File: config.mk
export PLATFORM = sky130hd
export DESIGN_NAME = slot_allocator
export DESIGN_NICKNAME = d
export VERILOG_FILES = /design/src/rtl/slot_allocator.sv
export SDC_FILE = /design/constraint.sdc
export NUM_CORES = 1
export LEC_CHECK = 0
export ABC_CLOCK_PERIOD_IN_PS = 3830
export BUFFER_PORTS_ARGS = -buffer_cell sky130_fd_sc_hd__buf_4
export CAP_MARGIN = 20
export CORE_AREA = 2 2 39 41
export DETAILED_ROUTE_END_ITERATION = 10
export DIE_AREA = 0 0 41 43
export GPL_ROUTABILITY_DRIVEN = 0
export HOLD_SLACK_MARGIN = 0.1
export PLACE_DENSITY_LB_ADDON = 0.25
export SLEW_MARGIN = 40
export SYNTH_ARGS = -nofsm -noshare
export SYNTH_HDL_FRONTEND = slang
export SYNTH_SLANG_ARGS = --single-unit
File: constraint.sdc
create_clock -name clk -period 3.83 [get_ports clk]
set_input_delay 0.5745 -clock clk [delete_from_list [all_inputs] [get_ports clk]]
set_output_delay 0.5745 -clock clk [all_outputs]
set_load 0.01 [all_outputs]
File: src/rtl/slot_allocator.sv
// slot_allocator: N-slot ID allocator with occupancy tracking.
// Grants a free slot ID combinationally from the current occupancy vector,
// and releases slots by ID. Selection is lowest-free-first or round-robin.
module slot_allocator #(
    parameter int NUM_SLOTS = 4,
    parameter int RR_MODE   = 0,
    parameter int ID_W      = $clog2(NUM_SLOTS),
    parameter int CNT_W     = $clog2(NUM_SLOTS + 1)
) (
    input  logic                 clk,
    input  logic                 rst,
    input  logic                 alloc,
    output logic                 alloc_gnt,
    output logic [ID_W-1:0]      alloc_id,
    input  logic                 dealloc,
    input  logic [ID_W-1:0]      dealloc_id,
    output logic                 dealloc_err,
    output logic [NUM_SLOTS-1:0] QValid,
    output logic [CNT_W-1:0]     count,
    output logic                 full,
    output logic                 empty
);

    logic [ID_W-1:0]      ptr;
    logic                 sel_done;
    int                   scan_idx;
    logic [ID_W-1:0]      scan_id;
    logic [NUM_SLOTS-1:0] gnt_vec;
    logic [NUM_SLOTS-1:0] rel_vec;
    logic                 rel_ok;
    logic [CNT_W-1:0]     next_count;

    // Grant whenever a slot is free; reset masks the grant so nothing is reported while clearing.
    assign alloc_gnt = alloc & ~full & ~rst;

    // Pick the free slot: lowest index, or first free after the last grant (wrapping).
    always_comb begin
        alloc_id = '0;
        sel_done = 1'b0;
        scan_idx = 0;
        scan_id  = '0;
        for (int k = 0; k < NUM_SLOTS; k++) begin
            if (RR_MODE != 0) begin
                scan_idx = int'(ptr) + 1 + k;
                if (scan_idx >= NUM_SLOTS) begin
                    scan_idx = scan_idx - NUM_SLOTS;
                end
            end else begin
                scan_idx = k;
            end
            scan_id = ID_W'(scan_idx);
            if (!sel_done && !QValid[scan_id]) begin
                alloc_id = scan_id;
                sel_done = 1'b1;
            end
        end
    end

    // Decode grant and release into per-slot vectors; out-of-range or free targets decode to nothing.
    always_comb begin
        gnt_vec = '0;
        rel_vec = '0;
        for (int i = 0; i < NUM_SLOTS; i++) begin
            gnt_vec[i] = alloc_gnt && (alloc_id == ID_W'(i));
            rel_vec[i] = dealloc && (dealloc_id == ID_W'(i)) && QValid[i];
        end
        rel_ok     = |rel_vec;
        next_count = count + CNT_W'(alloc_gnt) - CNT_W'(rel_ok);
    end

    // Occupancy, count, flags, error pulse and round-robin pointer update together each edge.
    always_ff @(posedge clk or posedge rst) begin
        if (rst) begin
            QValid      <= '0;
            count       <= '0;
            full        <= 1'b0;
            empty       <= 1'b1;
            dealloc_err <= 1'b0;
            ptr         <= ID_W'(NUM_SLOTS - 1);
        end else begin
            QValid      <= (QValid | gnt_vec) & ~rel_vec;
            count       <= next_count;
            full        <= (next_count == CNT_W'(NUM_SLOTS));
            empty       <= (next_count == '0);
            dealloc_err <= dealloc & ~rel_ok;
            if (alloc_gnt) begin
                ptr <= alloc_id;
            end
        end
    end

endmodule

==> results of run 1 <==
-- Yosys cell counts, types with 2 or more instances --
library cell	count
dfrtp_1	9
inv_1	8
nand3b_1	3
ha_1	2
nand2b_1	2
nor3b_1	2
o2bb2ai_1	2
-- state kept, by name, summed over array words and instances (netlist names) --
| name | cells |
|---|---|
| count | 3 |
| QValid | 4 |
| full | 1 |
| dealloc_err | 1 |
| empty | 1 |
-- power by group --
part	internal (W)	switching (W)	total, W
Sequential	0.000150	0.0000371	0.000187
Combinational	0.000148	0.000111	0.000259
Clock	0.0000577	0.0000371	0.0000948
Total	0.000356	0.000185	0.000541
-- kinds of logic (layout without fill, tap and decap cells) --
group	after synthesis	in the layout	share of synthesized area
buffers and inverters	8	30	0.05825
multiplexers	2	2	0.06310
adder cells (fa/ha/maj)	3	3	0.08737
flip-flops	10	10	0.4879
XOR/XNOR	1	1	0.04369
AO/OA/AOI/OAI	5	5	0.08982
AND/OR/NAND/NOR	13	13	0.1699
-- layer usage --
layer	GRT usage	share of wire
met1	0.1633	0.47
met2	0.1781	0.50
met3	0.07853	0.025
met4	0.08000	0
met5	0	0
-- per-stage QoR --
stage,util,instance area [um2],setup slack (ps)
floorplan,-,515.5,1139
global placement,0.4846,670.6,954.1
detailed placement,0.4846,670.6,941.2
CTS,0.5109,706.9,1181
global route,0.5109,706.9,1110
finish,0.5109,706.9,1206
-- path summary, 6_finish.rpt --
path / end / startpoint / slack, ps / depth (start not counted)
setup / recovery: full$_DFF_PP0_ / QValid[0]$_DFF_PP0_ / 1210 / 8
hold / removal: QValid[2]$_DFF_PP0_ / rst / 290 / 2
setup reg to reg: full$_DFF_PP0_ / QValid[0]$_DFF_PP0_ / 1210 / 8
hold reg to reg: count[2]$_DFF_PP0_ / count[2]$_DFF_PP0_ / 570 / 1
max in group asynchronous: empty$_DFF_PP1_ / rst / 3230 / 2
min in group clk: dealloc_err$_DFF_PP0_ / dealloc / 560 / 3
-- final cells by class --
type / count / area share
clock buffers: 4 / 0.05133
inverters: 8 / 0.04248
multi-input cells: 24 / 0.3310
flip-flops and latches: 10 / 0.3558
well taps: 16 / 0.02832
repair buffers: 18 / 0.1912
==> out/metrics.cfg, run 1 <==
[cells_and_area]
mostFrequentLayoutCell=buf_4
multiInputGateArea_um2=234.0
area.sequential_um2=251.5
final_cell_mix=buf_4, dfrtp_1, inv_1, nand3b_1, clkbuf_4
filler_cell_count=136
drive_gt1_frac=0.4219
fin_cells=80
area_delta_synth_final_pct=37.14
diodes=0
layout.nets=74

[detailed_routing]
drt_first_iter_violations=6
first_pass_iters=3
wl_um=943
ant_nets=0
num_vias=374
drt_drc_violations_left=0
wire_per_inst_um=11.79
routed_via_density=4.675

[cts]
postCtsResizedCells=0
cts_num_sinks=10
cts_buffer_depth=2
root_buffer=clkbuf_4
cts_setup_buffers=0
cts-hold-fix-buffers=0
clkLatencyLatePin_ps=260
clkTransAtPathRegs_ps=70
numCtsBuffers=3
cts_tree=yes
cts_max_level=1

[critical_path]
path_buf_inv=1
crit_chain=mux4_2, and2_1, ha_1, inv_1, ha_1, fa_1, xnor3_1, nor3b_1
crit_required_ps=3980
slowest_delay_ps=490
path_delay_family=adder cells
crit_arrival_ps=2770
cp-end-kind=flop
cp_common_cell=ha_1
path_class=flop to flop
start_kind=flop
crit_slowest_cell=mux4_2
crit_fanout=7

[logic_synthesis]
yosys.area.top_type=dfrtp_1
synth-warning-count=0
synth_edf_count=0
ys_ff_latch=10
yosys-top-cells-area=dfrtp_1, inv_1, dfstp_2
ys_seq_area_frac=0.4879
synthCells=42
synth.avg_cell_area_um2=12.27
synth_nets=51
synthDistinctLibCells=21
syn_area_um2=515.5
synth-main-ff-cell=dfrtp_1
synth_top_area_frac=0.4369
async_flop_share=1.000

[die]
initial_utilization=0.3725
die_w_um=41
dieArea_mm2=0.001763
core_area_mm2=0.001384
die_h_um=43
ios=19
rows=14

[sta]
finClkSkew_ps=1.182
fin_crit_ps=2624
worstMarginPinSlew_ps=375.0
relSlewSlack=0.7497
final_hold_viol_count=0
hold_slack_ps=294.9
rsz0062_at_grt=no
fin_tns_setup_ps=0
fmax_mhz=381.1
fin_crit_sh=0.6851
setup_violations=0
slew_violations=0

[place]
dpl.hpwl_um=744.8
dp.cells=76
port_buffers=18

[flow_run]
drv_cap=0

[pwr]
peakVddDrop_uv=315.0
finalPower_w=0.0005406
p_per_area_mw_per_mm2=764.7
leakage_nw=0.3631

[global_route]
antenna_found_initial=0
grt-ovfl-total=0
grt_pass1_vias=342
grt_pass1_wl_um=1455
grt_usage=0.1348
grt_max_degree=11

[hold_path]
hold_class=input pin to async pin

[outcome]
outcome=finished clean

(Power assumes the default switching activity.)
==> inputs of run 2 (changes only) <==
Settings changed: ABC_CLOCK_PERIOD_IN_PS 3830 to 2400.
Clock period 3.83 ns to 2.4 ns, I/O delays scaled along.
==> out/metrics.cfg, run 2 (synthesis gave the netlist of run 1 again) <==
[die]
dieArea_mm2=0.001763  ; unchanged
rows=14  ; unchanged
die_h_um=43  ; unchanged
die_w_um=41  ; unchanged
ios=19  ; unchanged
initial_utilization=0.3725  ; unchanged
core_area_mm2=0.001384  ; unchanged

[sta]
fin_crit_ps=2316  ; was 2624 ps
worstMarginPinSlew_ps=378.9  ; was 375.0 ps
fmax_mhz=431.8  ; was 381.1 MHz
rsz0062_at_grt=no  ; unchanged
slew_violations=0  ; unchanged
fin_crit_sh=0.9650  ; was 0.6851
relSlewSlack=0.7471  ; was 0.7497
final_hold_viol_count=0  ; unchanged
finClkSkew_ps=7.575  ; was 1.182 ps
setup_violations=0  ; unchanged

[detailed_routing]
num_vias=407  ; was 374
first_pass_iters=2  ; was 3
wl_um=980  ; was 943 um
routed_via_density=4.733  ; was 4.675
drt_drc_violations_left=0  ; unchanged
wire_per_inst_um=11.40  ; was 11.79 um
drt_first_iter_violations=3  ; was 6
ant_nets=0  ; unchanged

[cells_and_area]
layout.nets=80  ; was 74
regMostFlops=QValid  ; unchanged
mostFrequentLayoutCell=buf_4  ; unchanged
fin_cells=86  ; was 80
diodes=0  ; unchanged
largest_reg_flops=4  ; unchanged
final_util=0.5642  ; was 0.5109
final_cell_mix=buf_4, dfrtp_1, inv_1, nand3b_1, clkbuf_4  ; unchanged
postLayoutCellArea_um2=780.7  ; was 706.9 um2
filler_cell_count=120  ; was 136
largestRegisters=QValid: 4 flops, count: 3 flops  ; unchanged
area_delta_synth_final_pct=51.46  ; was 37.14%
drive_gt1_frac=0.5429  ; was 0.4219

[pwr]
intPower_w=0.0006373  ; was 0.0003556 W
clockPowerShare=0.127  ; was 0.175
p_per_area_mw_per_mm2=1234  ; was 764.7 mW/mm2
p_sw_w=0.0003262  ; was 0.0001850 W
pwr-share-seq=0.284  ; was 0.345
combPwrFrac=0.589  ; was 0.479
switching_share=0.3386  ; was 0.3421
leakage_nw=0.3854  ; was 0.3631 nW
peakVddDrop_uv=619.8  ; was 315.0 uV

[cts]
numCtsBuffers=3  ; unchanged
cts_buffer_depth=2  ; unchanged
clkTransAtPathRegs_ps=70  ; about the same
root_buffer=clkbuf_4  ; unchanged
cts_max_level=1  ; unchanged
cts_num_sinks=10  ; unchanged
cts_tree=yes  ; unchanged
clkLatencyLatePin_ps=270  ; was 260 ps

[critical_path]
reg2reg_from=QValid[3]$_DFF_PP0_  ; was QValid[0]$_DFF_PP0_
path_class=flop to flop  ; unchanged
cp-end-kind=flop  ; unchanged
r2r_slack_ps=80  ; was 1210 ps
crit_start=QValid[3]$_DFF_PP0_  ; was QValid[0]$_DFF_PP0_
crit_fanout=3  ; was 7
cp-endpoint=full$_DFF_PP0_  ; unchanged
r2r-end=full$_DFF_PP0_  ; unchanged
crit_arrival_ps=2470  ; was 2770 ps
reg2reg_depth=8  ; unchanged
crit_required_ps=2550  ; was 3980 ps
start_kind=flop  ; unchanged

[global_route]
grt_pass1_wl_um=1642  ; was 1455 um
grt_max_degree=11  ; unchanged
grt_pass1_vias=377  ; was 342
antenna_found_initial=0  ; unchanged
grt-ovfl-total=0  ; unchanged
grt_usage=0.1475  ; was 0.1348

[place]
dpl.hpwl_um=766.6  ; was 744.8 um
dpl_cell_area_um2=701.9  ; was 670.6 um2
port_buffers=18  ; unchanged
dp.cells=80  ; was 76

[flow_run]
drv_cap=0  ; unchanged

[outcome]
outcome=finished clean  ; unchanged

[hold_path]
hold_class=input pin to flop  ; was input pin to async pin

run 2: timing repair:
action                                  in CTS  in global routing
hold endpoints to repair                     9                  0
setup buffers                                0                  1
gates resized for setup                      2                  5
pin swaps                                    0                  2
endpoints found under the setup margin       1                  2
hold buffers                                 1                  0
run 2: worst max-delay path, stage by stage, from the launching register on:
cell and delay [ps]:
dfrtp_1 390, mux4_2 480, and2_4 160, ha_4 250
inv_2 40, ha_4 150, fa_2 350, xnor3_1 210
nor3b_2 170
run 2: stage by stage:
stage               worst slack [ps]  hold WS (ps)  power [W]  TNS (ps)
finish                         83.99         351.5  0.0009634         0
global route                   6.442         366.9   0.001057         0
CTS                            4.500         335.6  0.0009027         0
detailed placement            -154.1         374.0  0.0007589    -226.4
global placement              -139.9         368.4  0.0007475    -184.8
floorplan                      14.65         199.4  0.0005444         0
run 2: worst min path at each step:
stage          startpoint  depth (start not counted)               endpoint  slack (ps)
2_1_floorplan         rst                          1    QValid[1]$_DFF_PP0_         200
3_3_place_gp          rst                          2         full$_DFF_PP0_         370
3_5_place_dp          rst                          2         full$_DFF_PP0_         370
4_1_cts           dealloc                          3  dealloc_err$_DFF_PP0_         340
5_1_grt           dealloc                          3  dealloc_err$_DFF_PP0_         370
6_report          dealloc                          3  dealloc_err$_DFF_PP0_         350
run 2: power groups by stage:
stage	combinational [W]	clock [W]	sequential [W]
CTS	0.000501	0.000127	0.000275
global route	0.000632	0.000141	0.000284
detailed placement	0.000482	0	0.000277
finish	0.000567	0.000122	0.000274
floorplan	0.000223	0	0.000322
global placement	0.000472	0	0.000275
run 2: area by class of cell:
type	instances	area, um2	area share
flip-flops and latches	10	252.7	0.3237
clock buffers	4	26.28	0.03365
repair buffers	24	182.7	0.2340
inverters	8	30.03	0.03846
well taps	16	20.02	0.02564
multi-input cells	24	269.0	0.3446
run 2: routing by layer:
layer	routed length, um	global-route usage	vias up
met5	0	0	-
met4	19	0.1000	0
met3	50	0.06283	2
met2	465	0.2031	13
met1	445	0.1779	192
li1	-	-	200
==> inputs of run 3 (changes only) <==
==> constraint.sdc (replaced) <==
create_clock -name clk -period 2.4 [get_ports clk]
set_input_delay 0.72 -clock clk [delete_from_list [all_inputs] [get_ports clk]]
set_output_delay 0.72 -clock clk [all_outputs]
set_load 0.01 [all_outputs]
==> out/metrics.cfg, run 3 (synthesis gave the netlist of run 1 again) <==
[detailed_routing]
routed_via_density=4.849  ; was 4.733
drt_drc_violations_left=0  ; unchanged
num_vias=417  ; was 407
ant_nets=0  ; unchanged
drt_first_iter_violations=0  ; was 3
wl_um=1126  ; was 980 um
first_pass_iters=1  ; was 2
wire_per_inst_um=13.09  ; was 11.40 um

[pwr]
clockPowerShare=0.156  ; was 0.127
peakVddDrop_uv=583.2  ; was 619.8 uV
leakage_nw=0.3953  ; was 0.3854 nW
p_per_area_mw_per_mm2=1239  ; was 1234 mW/mm2
pwr-share-seq=0.277  ; was 0.284
intPower_w=0.0006445  ; was 0.0006373 W
switching_share=0.3462  ; was 0.3386
finalPower_w=0.0009858  ; was 0.0009634 W
combPwrFrac=0.567  ; was 0.589
p_sw_w=0.0003413  ; was 0.0003262 W

[critical_path]
start_kind=input pin  ; was flop
r2r_slack_ps=100  ; was 80 ps
crit_chain=buf_6, mux4_2, and2_4, ha_4, inv_2, ha_4, fa_2, xnor3_1, nor3b_2  ; was mux4_2, and2_4, ha_4, inv_2, ha_4, fa_2, xnor3_1, nor3b_2
crit_arrival_ps=2650  ; was 2470 ps
cp-end-kind=flop  ; unchanged
slowest_delay_ps=490  ; was 480 ps
path_class=input pin to flop  ; was flop to flop
cp_common_cell=ha_4  ; unchanged
crit_fanout=3  ; unchanged
reg2reg_from=QValid[2]$_DFF_PP0_  ; was QValid[3]$_DFF_PP0_
reg2reg_depth=8  ; unchanged
crit_required_ps=2600  ; was 2550 ps
r2r-end=full$_DFF_PP0_  ; unchanged
crit_slowest_cell=mux4_2  ; unchanged

[cells_and_area]
mostFrequentLayoutCell=buf_4  ; unchanged
drive_gt1_frac=0.5714  ; was 0.5429
multiInputGateArea_um2=274.0  ; was 269.0 um2
final_cell_mix=buf_4, dfrtp_1, inv_1, nand3b_1, clkbuf_4  ; unchanged
filler_cell_count=130  ; was 120
area.sequential_um2=251.5  ; was 252.7 um2
diodes=0  ; unchanged
largest_reg_flops=4  ; unchanged
largestRegisters=QValid: 4 flops, count: 3 flops  ; unchanged
layout.nets=80  ; unchanged
area_delta_synth_final_pct=54.37  ; was 51.46%
regMostFlops=QValid  ; unchanged

[die]
initial_utilization=0.3725  ; unchanged
die_w_um=41  ; unchanged
rows=14  ; unchanged
ios=19  ; unchanged
die_h_um=43  ; unchanged
core_area_mm2=0.001384  ; unchanged
dieArea_mm2=0.001763  ; unchanged

[cts]
clkLatencyLatePin_ps=270  ; about the same
cts_buffer_depth=2  ; unchanged
cts_max_level=1  ; unchanged
clkTransAtPathRegs_ps=70  ; about the same
cts_tree=yes  ; unchanged
cts_num_sinks=10  ; unchanged
cts_setup_buffers=0  ; unchanged
numCtsBuffers=3  ; unchanged
root_buffer=clkbuf_4  ; unchanged

[place]
port_buffers=18  ; unchanged
dpl.hpwl_um=859.5  ; was 766.6 um

[sta]
setup_ws_ps=-55.62  ; was 83.99 ps
fin_tns_setup_ps=-58.43  ; was 0 ps
final_hold_viol_count=0  ; unchanged
setup_violations=2  ; was 0
slew_violations=0  ; unchanged
fin_crit_ps=2456  ; was 2316 ps
fmax_mhz=407.2  ; was 431.8 MHz
fin_crit_sh=1.023  ; was 0.9650
rsz0062_at_grt=yes  ; was no
finClkSkew_ps=8.110  ; was 7.575 ps
hold_slack_ps=431.3  ; was 351.5 ps
worstMarginPinSlew_ps=381.3  ; was 378.9 ps
relSlewSlack=0.7455  ; was 0.7471

[global_route]
grt_pass1_wl_um=1952  ; was 1642 um
grt_max_degree=11  ; unchanged
antenna_found_initial=0  ; unchanged
grt-ovfl-total=0  ; unchanged
grt_pass1_vias=446  ; was 377
grt_usage=0.1721  ; was 0.1475

[outcome]
outcome=finished, violations left  ; was finished clean
violations=setup timing

[flow_run]
drv_cap=0  ; unchanged

[hold_path]
hold_class=input pin to async pin  ; was input pin to flop

-- run 3: worst max path at each step --
| stage | startpoint | endpoint | cells past startpoint |
|---|---|---|---|
| 2_1_floorplan | dealloc_id[0] | full$_DFF_PP0_ | 8 |
| 3_3_place_gp | dealloc_id[0] | full$_DFF_PP0_ | 9 |
| 3_5_place_dp | dealloc_id[0] | full$_DFF_PP0_ | 9 |
| 4_1_cts | dealloc_id[0] | full$_DFF_PP0_ | 9 |
| 5_1_grt | dealloc_id[0] | full$_DFF_PP0_ | 9 |
| 6_report | dealloc_id[0] | full$_DFF_PP0_ | 9 |
-- run 3: worst max-delay path: cells and delay by family --
family	cells	cell delay, ps
buffers and inverters	2	110
adders and majority gates	3	740
muxes	1	490
xor gates and xnor gates	1	250
and+or+nand+nor	2	330
-- run 3: layer usage --
layer  wire [um]  vias up  global-route usage
li1            -      199                   -
met1         435      199              0.1818
met2         597       15              0.2813
met3          69        4             0.03665
met4          24        0              0.1200
met5           0        -                   0
-- run 3: power by group through the flow --
stage	sequential [W]	clock, W	combinational [W]
finish	0.000273	0.000154	0.000558
global route	0.000283	0.000167	0.000617
CTS	0.000275	0.000154	0.000545
detailed placement	0.000277	0	0.000507
global placement	0.000275	0	0.000498
floorplan	0.000321	0	0.000242
-- run 3: timing repair --
action,CTS,global route
pin swaps,5,3
setup endpoints to repair,2,2
gates cloned,0,0
resized for setup,5,1
hold buffers,0,0
-- run 3: stage by stage --
step / worst slack [ps] / cells / instance area, um2 / util
2_1_floorplan: -196.0 / 42 / 525.5 / -
3_3_place_gp: -345.1 / 82 / 725.7 / 0.5244
3_5_place_dp: -379.3 / 82 / 725.7 / 0.5244
4_1_cts: -80.68 / 86 / 790.8 / 0.5714
5_1_grt: -116.2 / 86 / 795.8 / 0.5750
6_report: -55.62 / 86 / 795.8 / 0.5750
-- run 3: area by class of cell --
cell class | count | area share
multi-input cells | 24 | 0.3443
flip-flops and latches | 10 | 0.3160
inverters | 8 | 0.03774
repair buffers | 24 | 0.2311
clock buffers | 4 | 0.04560
well taps | 16 | 0.02516
